--- config.mk ---
export PLATFORM = sky130hd
export DESIGN_NAME = interleaver_scheduler_flat
export DESIGN_NICKNAME = d
export VERILOG_FILES = /design/src/rtl/interleaver_scheduler_pkg.sv /design/src/rtl/interleaver_scheduler_if.sv /design/src/rtl/interleaver_scheduler_rr_arbiter.sv /design/src/rtl/interleaver_scheduler.sv /design/src/flat_wrapper.sv
export SDC_FILE = /design/constraint.sdc
export NUM_CORES = 1
export LEC_CHECK = 0
export CORE_AREA = 2 2 93 95
export CTS_BUF_LIST = sky130_fd_sc_hd__clkbuf_16
export DETAILED_ROUTE_END_ITERATION = 8
export DIE_AREA = 0 0 95 97
export PLACE_DENSITY = 0.77
export SYNTH_ARGS = -nofsm -noshare
export SYNTH_HDL_FRONTEND = slang
export SYNTH_SLANG_ARGS = --single-unit
--- constraint.sdc ---
create_clock -name clk -period 6.8 [get_ports clk]
set_input_delay 1.02 -clock clk [delete_from_list [all_inputs] [get_ports clk]]
set_output_delay 1.02 -clock clk [all_outputs]
set_load 0.01 [all_outputs]
--- src/rtl/interleaver_scheduler_pkg.sv ---
// interleaver_scheduler_pkg: shared widths, defaults and FSM state type for the interleaver scheduler
package interleaver_scheduler_pkg;
    localparam int SCALING_FACTOR_BITWIDTH = 12;
    localparam int CTRL_SLOTS = 16;
    localparam logic [11:0] CTRL_IDLE_WORD = 12'h000;
    typedef enum logic {S_IDLE, S_RUN} sched_state_t;
endpackage

--- src/rtl/interleaver_scheduler_if.sv ---
// interleaver_scheduler_if: framing, scaling-factor, requester and interleaver-side signals of the scheduler
// master drives en/comma_residual/sf_in/sf_valid/req_valid/req_word; slave (scheduler) drives
// req_ready/comma/scaling_factor_o/control_data/frame_start.
interface interleaver_scheduler_if import interleaver_scheduler_pkg::*; #(parameter int NUM_REQ = 4);
    logic                               en;
    logic [7:0]                         comma_residual;
    logic [SCALING_FACTOR_BITWIDTH-1:0] sf_in;
    logic                               sf_valid;
    logic [NUM_REQ-1:0]                 req_valid;
    logic [NUM_REQ*12-1:0]              req_word;
    logic [NUM_REQ-1:0]                 req_ready;
    logic                               comma;
    logic [SCALING_FACTOR_BITWIDTH-1:0] scaling_factor_o;
    logic [11:0]                        control_data;
    logic                               frame_start;
    modport master (
        output en, comma_residual, sf_in, sf_valid, req_valid, req_word,
        input  req_ready, comma, scaling_factor_o, control_data, frame_start
    );
    modport slave (
        input  en, comma_residual, sf_in, sf_valid, req_valid, req_word,
        output req_ready, comma, scaling_factor_o, control_data, frame_start
    );
endinterface

--- src/rtl/interleaver_scheduler_rr_arbiter.sv ---
// interleaver_scheduler_rr_arbiter: round-robin arbiter, search starts just after the last granted index
// clk/rst: clock and sync reset; req: requests; enable: allow a grant this cycle;
// update: advance the pointer to the granted index; grant: one-hot grant.
module interleaver_scheduler_rr_arbiter #(parameter int N = 4) (
    input  logic         clk,
    input  logic         rst,
    input  logic [N-1:0] req,
    input  logic         enable,
    input  logic         update,
    output logic [N-1:0] grant
);
    localparam int PW = $clog2(N);
    logic [PW-1:0] ptr, gidx, j;
    // Walk from the farthest candidate to the nearest so the nearest valid one wins.
    always_comb begin
        grant = '0;
        gidx = ptr;
        j = '0;
        for (int i = N; i >= 1; i--) begin
            j = PW'((int'(ptr) + i) % N);
            if (req[j]) begin
                grant = '0;
                grant[j] = 1'b1;
                gidx = j;
            end
        end
        if (!enable) grant = '0;
    end
    always_ff @(posedge clk)
        ptr <= rst ? PW'(N - 1) : (update && |grant) ? gidx : ptr;
endmodule

--- src/rtl/interleaver_scheduler.sv ---
// interleaver_scheduler: frame/comma generator, scaling-factor side word and control-slot arbiter for the interleaver
// clk/rst: clock and sync active-high reset; io (slave): en, comma_residual, sf_in/sf_valid, req_valid/req_word
// in; req_ready, comma, scaling_factor_o, control_data, frame_start out.
module interleaver_scheduler import interleaver_scheduler_pkg::*; #(
    parameter int          NUM_REQ   = 4,
    parameter int          SLOTS     = CTRL_SLOTS,
    parameter logic [11:0] IDLE_WORD = CTRL_IDLE_WORD
) (
    input logic clk,
    input logic rst,
    interleaver_scheduler_if.slave io
);
    localparam int FRAME_LEN = 3 * SLOTS + 2;
    localparam int CW = $clog2(FRAME_LEN);
    if (NUM_REQ < 2 || NUM_REQ > 8 || SLOTS < 2) begin : g_param_check
        $error("interleaver_scheduler: NUM_REQ must be 2..8 and SLOTS >= 2");
    end
    sched_state_t state, state_n;
    logic [CW-1:0] cyc, cyc_n;
    logic [SCALING_FACTOR_BITWIDTH-1:0] sf_shadow, sf_active;
    logic [NUM_REQ-1:0] arb_req, grant;
    logic [11:0] word;
    logic run, last, arb, upd;
    int c;
    // Arbitration runs one cycle before each control-slot load cycle (cyc 3,6,..,3*(SLOTS-1)); the
    // dead-slot cycle 3*SLOTS and cyc 0 only reload IDLE_WORD. Slot 1 forces requester 0 when valid.
    always_comb begin
        c = int'(cyc);
        run = state == S_RUN;
        last = c == FRAME_LEN - 1;
        state_n = (state == S_IDLE) ? (io.en ? S_RUN : S_IDLE) : ((last && !io.en) ? S_IDLE : S_RUN);
        cyc_n = (state == S_IDLE || last) ? '0 : cyc + 1'b1;
        arb = run && c > 0 && c % 3 == 0 && c < 3 * SLOTS;
        upd = run && c % 3 == 0;
        arb_req = (c == 3 && io.req_valid[0]) ? NUM_REQ'(1) : io.req_valid;
        word = IDLE_WORD;
        for (int i = 0; i < NUM_REQ; i++)
            if (grant[i]) word = io.req_word[12*i +: 12];
    end
    interleaver_scheduler_rr_arbiter #(.N(NUM_REQ)) u_arb (
        .clk(clk),
        .rst(rst),
        .req(arb_req),
        .enable(arb),
        .update(arb),
        .grant(grant)
    );
    assign io.req_ready = grant;
    assign io.frame_start = io.comma;
    assign io.scaling_factor_o = (run && c == 0) ? {{(SCALING_FACTOR_BITWIDTH-8){1'b0}}, io.comma_residual}
                               : (run && c == 1) ? sf_active : '0;
    always_ff @(posedge clk) begin
        state <= rst ? S_IDLE : state_n;
        cyc <= rst ? '0 : cyc_n;
        io.comma <= !rst && state_n == S_RUN && cyc_n == '0;
        sf_shadow <= rst ? '0 : io.sf_valid ? io.sf_in : sf_shadow;
        sf_active <= rst ? '0 : (run && c == 0) ? sf_shadow : sf_active;
        io.control_data <= rst ? IDLE_WORD : upd ? word : io.control_data;
    end
endmodule

--- src/flat_wrapper.sv ---
// flat-port wrapper written by rule: the top's interface ports become plain ports
module interleaver_scheduler_flat import interleaver_scheduler_pkg::*;
#(
    parameter int          NUM_REQ   = 4,
    parameter int          SLOTS     = CTRL_SLOTS,
    parameter logic [11:0] IDLE_WORD = CTRL_IDLE_WORD
)
  (clk, rst, io_en, io_comma_residual, io_sf_in, io_sf_valid, io_req_valid, io_req_word, io_req_ready, io_comma, io_scaling_factor_o, io_control_data, io_frame_start);
  interleaver_scheduler_if #(.NUM_REQ(NUM_REQ)) io_i ();
  input logic clk;
  input logic rst;
  input wire logic [$bits(io_i.en)-1:0] io_en;
  input wire logic [$bits(io_i.comma_residual)-1:0] io_comma_residual;
  input wire logic [$bits(io_i.sf_in)-1:0] io_sf_in;
  input wire logic [$bits(io_i.sf_valid)-1:0] io_sf_valid;
  input wire logic [$bits(io_i.req_valid)-1:0] io_req_valid;
  input wire logic [$bits(io_i.req_word)-1:0] io_req_word;
  output wire logic [$bits(io_i.req_ready)-1:0] io_req_ready;
  output wire logic [$bits(io_i.comma)-1:0] io_comma;
  output wire logic [$bits(io_i.scaling_factor_o)-1:0] io_scaling_factor_o;
  output wire logic [$bits(io_i.control_data)-1:0] io_control_data;
  output wire logic [$bits(io_i.frame_start)-1:0] io_frame_start;
  assign io_i.en = io_en;
  assign io_i.comma_residual = io_comma_residual;
  assign io_i.sf_in = io_sf_in;
  assign io_i.sf_valid = io_sf_valid;
  assign io_i.req_valid = io_req_valid;
  assign io_i.req_word = io_req_word;
  assign io_req_ready = io_i.req_ready;
  assign io_comma = io_i.comma;
  assign io_scaling_factor_o = io_i.scaling_factor_o;
  assign io_control_data = io_i.control_data;
  assign io_frame_start = io_i.frame_start;
  interleaver_scheduler #(.NUM_REQ(NUM_REQ), .SLOTS(SLOTS), .IDLE_WORD(IDLE_WORD)) u_core (.clk(clk), .rst(rst), .io(io_i));
endmodule
# Yosys cells after proc, flatten, opt, wreduce, memory -nomap -nowiden
# Index checks and enable logic that the tools add are counted.
dict set report word_totals {
  register_bits 46
  inputBits 76
}
dict set report op_classes {
  n_mux 36
  bitwise 1
  add_sub_neg 5
  n_reduce_logical 24
  n_eq_ne 3
  magnitude_cmp 10
  div 1
}
# cell count
set ops {}
lappend ops {{$mux W12} 6}
lappend ops {{$logic_not A32 Y1} 2}
lappend ops {{$mod A7 B3 Y32 const B} 1}
lappend ops {{$mux W4} 6}
lappend ops {{$logic_and A1 B1 Y1} 15}
lappend ops {{$lt A2 B3 Y1 const B} 4}
lappend ops {{$mux W1} 11}
lappend ops {{$bmux W1 S2} 4}
lappend ops {{$demux W1 S2} 4}
lappend ops {{$ge A2 B1 Y1 const B} 4}
lappend ops {{$mux W2} 4}
lappend ops {{$add A6 B1 Y6 const B} 1}
lappend ops {{$eq A6 B2 Y1 const B} 1}
lappend ops {{$eq A6 B3 Y1 const B} 1}
lappend ops {{$eq A6 B5 Y1 const B} 1}
lappend ops {{$gt A6 B1 Y1 const B} 1}
lappend ops {{$logic_not A6 Y1} 1}
lappend ops {{$lt A6 B6 Y1 const B} 1}
lappend ops {{$mux W6} 1}
lappend ops {{$add A2 B1 Y2 const B} 2}
lappend ops {{$add A2 B2 Y2 const B} 2}
lappend ops {{$reduce_bool A4 Y1} 1}
lappend ops {{$reduce_or A4 Y1} 1}
lappend ops {{$logic_not A1 Y1} 2}
lappend ops {{other kinds (3)} 3}

# Logic depth before layout (Yosys ltp)
# Gate-level depths: netlist of the first run.
dict set report depth {
  depth_word 14
  ltp_mapped 23
  ltp_nobuf 18
}

# Cells and area by module
# From an unflattened synthesis of the first run, not the netlist that was laid out.
dict set report unflattened {
  hier_cells 443
  hier_area_um2 3527.1
}
# module instances cells_per_inst seq_area_each_um2 area_per_inst_um2
set modules_own_cells {}
lappend modules_own_cells {interleaver_scheduler 1 378 880.8 2970.3}
lappend modules_own_cells {interleaver_scheduler_rr_arbiter 1 65 40.0 556.8}

# Worst setup path before layout of the first run
# OpenSTA, ideal clock, no wires.
dict set report synth_path {
  path_type {flip-flop to output port}
  from {reg u_core.cyc[4]}
  to {out io_req_ready[1]}
  stages_incl_launch_ff 23
  arrival_ns 4.105
  slack_ns 1.675
  required_ns 5.780
  path_buffers 5
  cell_sequence {dfxtp_1 > buf_2 > buf_2 > clkbuf_1 > ha_1 > o311a_1 > nor3_1 > nand2b_1 > ha_1 > inv_1 > a41oi_1 > nor2_2 > xnor2_2 > inv_2 > ha_1 > nor2_1 > nand4_1 > mux2_1 > and4_4 > buf_6 > buf_6 > nand2_1 > nor2_1}
}
dict set report synth_between {
  elab_chain_cells 10
  elab_cells_between_ends 23
  cone_classes {div: 1; order compare: 2; eq/ne: 1; mux: 14; reduce/logical: 5}
}
# item line
set synth_lines {}
lappend synth_lines {{start, declared} interleaver_scheduler.sv:19} ;# logic [CW-1:0] cyc, cyc_n;
lappend synth_lines {{start signal, assigned} interleaver_scheduler.sv:54} ;# cyc <= rst ? '0 : cyc_n;
lappend synth_lines {{parallel branches: the longest is 9 deep, another holds $mod A7 B3 Y32} -}
lappend synth_lines {{$mux W4 *} interleaver_scheduler_rr_arbiter.sv:27} ;# if (!enable) grant = '0;
lappend synth_lines {{end, declared} flat_wrapper.sv:18} ;# output wire logic [$bits(io_i.req_ready)-1:0] io_req_ready;
# Every way passes the cells marked *. The select of a mux whose other input is x is not followed.

# Worst setup path in the final report of the first run
dict set report layout_path {
  from {reg u_core.cyc[5]}
  to {out io_req_ready[3]}
}
# The elaborated chain is that of the path after synthesis.

==> results of run 1 <==
layout make-up:
cell class                 count  area (sq um)  area share (%)
inverter                      14          52.6            1.11
sequential                    46           923            19.4
multi-input combinational    349          2450            51.5
timing repair buffer         106          1050            22.2
clock inverter                 3          18.8           0.395
clock buffer                   5           125            2.63
tap                          105           131            2.77
per-stage QoR:
step | hold slack (ps) | setup slack, ps | std cells
6_report | 452 | 577 | 628
5_1_grt | 468 | 214 | 628
4_1_cts | 455 | 395 | 628
3_5_place_dp | 444 | 710 | 620
3_3_place_gp | 437 | 995 | 620
2_1_floorplan | 431 | 1670 | 443
layer usage:
layer	track usage [%]	up-vias	share of wire, %
li1	-	1742	-
met1	24.7	1631	43
met2	36.6	93	49
met3	4.83	6	6.8
met4	3.34	0	0.86
met5	0	-	0
kinds of logic (layout without fill, tap and decap cells):
logic type | after synthesis | in the layout | share of synthesized area (%)
and+or+nand+nor | 186 | 186 | 27.6
AOI/OAI and AO/OA | 107 | 107 | 23.0
buffers and inverters | 48 | 128 | 7.14
DFF | 46 | 46 | 25.4
muxes | 34 | 34 | 9.77
adders and majority gates | 15 | 15 | 5.18
xor gates and xnor gates | 7 | 7 | 1.90
registers in the layout, indices dropped and copies added, names as in the netlist:
| register | cells |
|---|---|
| u_core.io.comma | 1 |
| u_core.sf_shadow | 12 |
| u_core.cyc | 6 |
| u_core.u_arb.ptr | 2 |
| u_core.sf_active | 12 |
| u_core.io.control_data | 12 |
| u_core.run | 1 |
worst register-to-register path, cell delays in order (launching register included):
cell,delay (ps)
dfxtp_2,520
ha_1,360
o311a_1,420
nor3_1,250
nand2b_1,180
ha_1,280
inv_1,140
a41oi_1,360
nor2_2,100
xnor2_2,180
inv_2,80
ha_1,200
nor2_1,140
nand4_1,140
mux2_1,250
and4_4,470
nand4b_1,180
mux2i_1,170
report_power, final:
part	leakage [nW]	internal [W]	switching, W
logic	1.40	0.000115	0.000108
registers	0.378	0.000283	0.0000119
clock network	0.0740	0.000136	0.000101
total	1.85	0.000535	0.000221
path summary, 6_finish.rpt:
path / to / slack, ps / cells past startpoint
hold / removal: u_core.sf_active[9] / 450 / 2
setup reg to reg: u_core.u_arb.ptr[0] / 2270 / 17
hold reg to reg: u_core.sf_active[9] / 450 / 2
setup / recovery: io_req_ready[3] / 580 / 18
synthesized netlist by cell type (all sizes together), types with 2 or more instances:
| library cell | n |
|---|---|
| nand2 | 49 |
| ha | 15 |
| a21boi | 3 |
| o21ai | 10 |
| mux2i | 32 |
| nand4b | 2 |
| and2 | 9 |
| a22oi | 2 |
| a41oi | 2 |
| xor2 | 2 |
| a31oi | 16 |
| nand2b | 7 |
| a2111oi | 2 |
| clkbuf | 15 |
| a211oi | 2 |
| o21a | 12 |
| and3b | 2 |
| a22o | 9 |
| nand4 | 2 |
| a21o | 2 |
| a221o | 3 |
| nand3 | 19 |
| buf | 19 |
| a21oi | 29 |
| nor3 | 19 |
| xnor2 | 5 |
| nor2 | 55 |
| a311oi | 3 |
| inv | 14 |
| nor3b | 2 |
| and3 | 6 |
| or2 | 4 |
| dfxtp | 46 |
repair_timing:
action | in CTS | in global routing
buffers inserted | 0 | 0
gates resized for setup | 0 | 2
setup endpoints to repair | 0 | 3
==> impl_metrics.toml, run 1 <==
[route]
drt-pass1-iter-count = 4
routed_via_density = 5.53
avgRoutedWirePerCell_um = 15.1
drt_iter0_markers = 116
drcViolationCount = 0
postRouteAntennaNets = 0
vias = 3472
wl_mm = 9.50

[power_and_ir_drop]
power_density_nw_per_um2 = 159
finalPower_w = 0.000756
vdd_ir_drop_max_v = 0.000119
leakage_nw = 1.85

[grt]
grt_pass1_wl_mm = 15.7
grt_pass1_vias = 3386
grtUsageTotal_pct = 20.4
antenna_found_initial = 0
overflow = 0
grt_max_degree = 44

[sta]
slew_violations = 0
max_freq_mhz = 161
hold_violations = 0
rsz0062_at_grt = "false"
relSlewSlack_pct = 40.2
final.min_clock_period_ps = 6220
timing.setup.tns_ps = 0
worst_pin_slew_ps = 897
fin_skew_ps = 5.59
setup_viol = 0
layout_worst_path_cycle_share_pct = 91.5

[logic_synthesis]
yosys-top-cells-area = "dfxtp_1 25%, mux2i_1 8.8%, ha_1 5.2%"
syn_area_sq_um = 3630
ys_seq_area_share_pct = 25.4
async_flop_share_pct = 0
synth_top_area_share_pct = 25.4
synth_edf_count = 0
syn-num-nets = 534
synth_seq_cells = 46
ys_types = 75
postSynthAreaPerCell_sq_um = 8.19
synth_largest_area_cell = "dfxtp_1"
synthCells = 443
yosysWarningCount = 0
ys.flop_type = "dfxtp_1"

[worst_setup_path]
arrival_ps = 5200
cp_top_family = "simple AND/OR/NAND/NOR gates"
cp_common_cell = "ha_1"
slowest_delay_ps = 540
worstPathMaxFanout = 30
cp-start-kind = "flip-flop"
startpoint = "u_core.cyc[5]"
cp_slowest_cell = "clkdlybuf4s50_1"
critPathBufInv = 3
critPathCaptureType = "output pin"
crit_chain = "ha_1, o311a_1, nor3_1, nand2b_1, ha_1, inv_1, a41oi_1, nor2_2, xnor2_2, inv_2, ha_1, nor2_1, nand4_1, mux2_1, and4_4, nand2_1, nor2_1, clkdlybuf4s50_1"
r2r_start = "u_core.cyc[5]"
worstSetupPathType = "reg2out"
cp.required_ps = 5780

[cells_and_area]
fillers = 728
drive_gt1_share_pct = 11.1
post-route-util_pct = 58.4
mostFrequentLayoutCells = "104 x clkdlybuf4s50_1, 48 x nand2_1, 45 x nor2_1"
area_delta_synth_final_pct = 31.0
postLayoutCellArea_sq_um = 4750
antennaDiodeCount = 0
layout_commonest_cell = "clkdlybuf4s50_1"
nNetsFinal = 613

[floorplan]
coreArea_sq_um = 8130
start_util_pct = 44.6
ios = 106
floorplan.die.width_um = 95
floorplan.rows = 33
dieHeight_um = 97
die-area_sq_um = 9220

[clocking]
cts_buffer_depth = 2
cts_sinks = 46
cts-root-buf = "clkbuf_16"
cts-htree-levels = 2
cts_tree = "built"
cts_made_buffers = 5
ctsHoldBuffers = 0
clk_pin_slew_ps = 60
clk_latency_ps = 280

[place]
hpwl_mm = 7.08
portBuffers = 105
place.gp.congestion = 0.931
place_area_sq_um = 4600

[hold_path]
min_from = "u_core.sf_active[9]"
hold_class = "reg2reg"

[run_status]
outcome = "finished, final reports clean"

[job]
drv_cap = 0
Note: power is estimated with default switching activity, not from simulation.
==> run 2: changes to the inputs <==
GPL_ROUTABILITY_DRIVEN = 0   (was default)
SKIP_CTS_REPAIR_TIMING = 1   (was default)
SKIP_LAST_GASP = 1   (was default)
==> run 2 against run 1 <==
Register-to-register slack hardly changed; sequential power about the same; clock power barely moved; routed wire length up 1.2%; combinational power is essentially flat.
==> impl_metrics.toml, run 2 (same netlist as run 1, synthesis figures left out) <==
[run_status]
outcome = "finished, final reports clean"

[clocking]
cts_sinks = 46
cts_tree = "built"
cts-root-buf = "clkbuf_16"
cts_buffer_depth = 2
cts-htree-levels = 2
cts_made_buffers = 5
clk_pin_slew_ps = 60
clk_latency_ps = 290

[sta]
max_freq_mhz = 160
final.min_clock_period_ps = 6240
slew_violations = 0
layout_worst_path_cycle_share_pct = 91.8
relSlewSlack_pct = 39.4
rsz0062_at_grt = "false"
setup_viol = 0
worst_pin_slew_ps = 908
timing.setup.tns_ps = 0
fin_skew_ps = 5.48
hold_violations = 0

[floorplan]
die-area_sq_um = 9220
floorplan.rows = 33
coreArea_sq_um = 8130
ios = 106
dieHeight_um = 97
floorplan.die.width_um = 95
start_util_pct = 44.6

[grt]
use_met1_pct = 26.4
grtUsageTotal_pct = 20.9
antenna_found_initial = 0
overflow = 0
grt_max_degree = 44
grt-busiest-layer = "met2"
use_met2_pct = 36.1
use_met3_pct = 4.28
grt_pass1_wl_mm = 15.8
grt_pass1_vias = 3253

[place]
place_area_sq_um = 4600
portBuffers = 105
hpwl_mm = 7.10

[route]
routed_via_density = 5.48
drt-pass1-iter-count = 5
postRouteAntennaNets = 0
drt_iter0_markers = 136
avgRoutedWirePerCell_um = 15.3
wl_mm = 9.61
vias = 3440
drcViolationCount = 0

[worst_setup_path]
worstSetupPathType = "reg2out"
worstPathMaxFanout = 30
crit_chain = "ha_1, o311a_1, nor3_1, nand2b_1, ha_1, inv_1, a41oi_1, nor2_2, xnor2_2, inv_2, ha_1, a311oi_1, mux2_1, and4_4, nand2_1, nor2_1, clkdlybuf4s50_1"
startpoint = "u_core.cyc[5]"
r2r_end = "u_core.u_arb.ptr[0]"
cp-start-kind = "flip-flop"
slowest_delay_ps = 540
cp.required_ps = 5780
r2r_cells = 16
arrival_ps = 5220
cp_slowest_cell = "dfxtp_2"
cp_common_cell = "ha_1"
crit_end = "io_req_ready[3]"
reg2reg_slack_ps = 2260
critPathCaptureType = "output pin"
r2r_start = "u_core.cyc[5]"

[cells_and_area]
drive_gt1_share_pct = 10.7
layout_commonest_cell = "clkdlybuf4s50_1"
mostFrequentLayoutCells = "104 x clkdlybuf4s50_1, 48 x nand2_1, 45 x nor2_1"
nNetsFinal = 613
antennaDiodeCount = 0
area_delta_synth_final_pct = 31.0
postLayoutCellArea_sq_um = 4750
reg_top3 = "u_core.io.control_data: 12 flops, u_core.sf_active: 12 flops, u_core.sf_shadow: 12 flops"

[hold_path]
hold_class = "reg2reg"

[power_and_ir_drop]
switching_share_pct = 29.1
power_frac_comb_pct = 29.7
power_density_nw_per_um2 = 159
power_frac_seq_pct = 39.1
clkPwrFrac_pct = 31.2
vdd_ir_drop_max_v = 0.000124
p_int_w = 0.000534
p_sw_w = 0.000220
leakage_nw = 1.85

[job]
drv_cap = 0
## run 2: changes by cell type in the layout (fill, tap and decap cells not counted)
cell      change
clkinv_2      -2
clkinv_1      +1
inv_1         +1
## run 2: stage by stage
step	power, W	instances	util (%)	worst slack (ps)	hold slack, ps
after floorplan	0.000443	443	-	1670	431
after global placement	0.000519	620	56.6	1010	437
after detailed placement	0.000523	620	56.6	727	442
after CTS	0.000760	628	58.3	364	451
after global routing	0.000794	628	58.4	192	473
final	0.000754	628	58.4	559	450
## run 2: worst min path at each step
stage | startpoint | endpoint | slack, ps | cells after the start
2_1_floorplan | u_core.sf_shadow[10] | u_core.sf_active[10] | 430 | 2
3_3_place_gp | u_core.sf_shadow[9] | u_core.sf_active[9] | 440 | 2
3_5_place_dp | u_core.sf_active[9] | u_core.sf_active[9] | 440 | 2
4_1_cts | u_core.sf_active[9] | u_core.sf_active[9] | 450 | 2
5_1_grt | u_core.sf_shadow[3] | u_core.sf_active[3] | 470 | 2
6_report | u_core.sf_active[9] | u_core.sf_active[9] | 450 | 2
## run 2: metal layers
| metal | share of wire [%] | up-vias | routed length (um) |
|---|---|---|---|
| met4 | 0.55 | 0 | 53 |
| li1 | - | 1743 | - |
| met3 | 6.3 | 4 | 606 |
| met2 | 49 | 99 | 4670 |
| met1 | 45 | 1594 | 4280 |
| met5 | 0 | - | 0 |
## run 2: power by group through the flow
stage               registers (W)  clock network, W  logic [W]
floorplan                0.000300                 0   0.000143
global placement         0.000301                 0   0.000219
detailed placement       0.000301                 0   0.000222
CTS                      0.000295          0.000242   0.000223
global route             0.000297          0.000254   0.000244
finish                   0.000295          0.000235   0.000223
## run 2: layout make-up
cell class                      instances  area [sq um]
Sequential cell                        46           923
Timing Repair Buffer                  106          1050
Multi-Input combinational cell        349          2450
Fill cell                             743          3390
Inverter                               14          52.6
Tap cell                              105           131
Clock inverter                          3          16.3
Clock buffer                            5           125
## run 2: worst max-delay path, delay by kind of cell (launching register included)
family | cells | cell delay, ps
buf+inv | 3 | 780
compound gates | 3 | 990
xor+xnor | 1 | 200
fa+ha+maj | 3 | 960
flops | 1 | 540
mux | 1 | 170
simple gates | 6 | 1280
==> run 3: changes to the inputs <==
HOLD_SLACK_MARGIN = 0.12   (was default)
clock period = 5.95 ns   (was 6.8 ns; I/O delays follow)
==> run 3 against run 2 <==
Sequential power rose by 14%; sequential cell count did not move; utilization is 0.98 points higher; routed wire length up 0.78%; critical path type unchanged; largest power group unchanged; clock-buffer cell count did not move.
==> impl_metrics.toml, run 3 (same netlist as run 1, synthesis figures left out) <==
[cells_and_area]
layout.cells.non_filler = 632
fillers = 708
layout_commonest_cell = "clkdlybuf4s50_1"
mostFrequentLayoutCells = "104 x clkdlybuf4s50_1, 48 x nand2_1, 45 x nor2_1, 45 x dfxtp_1, 32 x mux2i_1"
area_delta_synth_final_pct = 33.2
antennaDiodeCount = 0
drive_gt1_share_pct = 12.1
nNetsFinal = 617
post-route-util_pct = 59.4
reg_top3 = "u_core.io.control_data: 12 flops, u_core.sf_active: 12 flops, u_core.sf_shadow: 12 flops"

[job]
drv_cap = 0

[place]
pre_cts_ws_ps = 455
placedCellCount = 623
hpwl_mm = 7.14
portBuffers = 105

[grt]
use_met1_pct = 25.2
grt_pass1_wl_mm = 15.8
grt_max_degree = 44
grt_pass1_vias = 3366
antenna_found_initial = 0
overflow = 0
use_met3_pct = 3.97
grt-busiest-layer = "met2"
use_met2_pct = 37.3
grtUsageTotal_pct = 20.6

[sta]
worst_pin_slew_ps = 875
final.min_clock_period_ps = 5600
slew_violations = 0
fin_skew_ps = 2.49
relSlewSlack_pct = 41.6
hold_violations = 0
layout_worst_path_cycle_share_pct = 94.1
setup_slack_ps = 353
setup_viol = 0
max_freq_mhz = 179

[route]
drt_iter0_markers = 150
drcViolationCount = 0
postRouteAntennaNets = 0
drt-pass1-iter-count = 4
vias = 3531
wl_mm = 9.69
avgRoutedWirePerCell_um = 15.3
routed_via_density = 5.59

[clocking]
cts-htree-levels = 2
cts_sinks = 46
clk_pin_slew_ps = 60
cts-root-buf = "clkbuf_16"
cts_buffer_depth = 2
clk_latency_ps = 290
cts_made_buffers = 5
cts_tree = "built"

[power_and_ir_drop]
finalPower_w = 0.000916
leakage_nw = 1.88
power_density_nw_per_um2 = 190
vdd_ir_drop_max_v = 0.000158

[floorplan]
coreArea_sq_um = 8130
dieHeight_um = 97
ios = 106
die-area_sq_um = 9220
floorplan.rows = 33
start_util_pct = 44.6
floorplan.die.width_um = 95

[worst_setup_path]
cp.required_ps = 5060
worstPathMaxFanout = 15
critPathCaptureType = "output pin"
arrival_ps = 4700
startpoint = "u_core.cyc[5]"
r2r_start = "u_core.cyc[5]"
worstSetupPathType = "reg2out"
cp-start-kind = "flip-flop"

[hold_path]
min_from = "u_core.sf_shadow[9]"
hold_class = "reg2reg"

[run_status]
outcome = "finished, final reports clean"
-- run 3: power by group --
part           switching [W]  internal [W]  total, W  leakage, nW
Combinational       0.000125      0.000133  0.000258         1.42
Clock               0.000122      0.000201  0.000323       0.0819
Sequential         0.0000117      0.000324  0.000336        0.377
-- run 3: area by class of cell --
cell class	instances	area, sq um	share of cell area, %
Clock buffer	5	125	2.59
Clock inverter	3	48.8	1.01
Inverter	14	52.6	1.09
Multi-Input combinational cell	350	2470	51.2
Sequential cell	46	922	19.1
Tap cell	105	131	2.72
Timing Repair Buffer	109	1080	22.3
-- run 3: routing by layer --
| metal | wire length (um) | part of all wire [%] | vias up |
|---|---|---|---|
| met5 | 0 | 0 | - |
| met4 | 95 | 0.98 | 0 |
| met3 | 681 | 7.0 | 10 |
| met2 | 4840 | 50 | 115 |
| met1 | 4070 | 42 | 1641 |
| li1 | - | - | 1765 |
-- run 3: per-stage QoR --
step	instance area [sq um]	TNS (ps)	hold WS, ps
2_1_floorplan	3630	0	431
3_3_place_gp	4630	0	437
3_5_place_dp	4630	0	442
4_1_cts	4800	0	451
5_1_grt	4830	-11.3	478
6_report	4830	0	449
-- run 3: path summary, 6_finish.rpt --
path / endpoint / slack [ps] / cells after the start
setup reg to reg: u_core.io.control_data[6] / 1810 / 17
hold reg to reg: u_core.sf_active[9] / 450 / 2
setup / recovery: io_req_ready[2] / 350 / 18
hold / removal: u_core.sf_active[9] / 450 / 2
-- run 3: worst max-delay path: stages (launching register included) --
cell	delay, ps
dfxtp_1	310
ha_1	370
o311a_1	430
nor3_1	240
nand2b_1	190
ha_2	260
inv_1	130
a41oi_2	260
nor2_2	100
xnor2_2	170
inv_2	80
ha_1	200
nor2_1	120
nand4_1	120
mux2_1	280
and4_4	360
nand2_1	120
nor2_1	140
clkdlybuf4s50_1	540
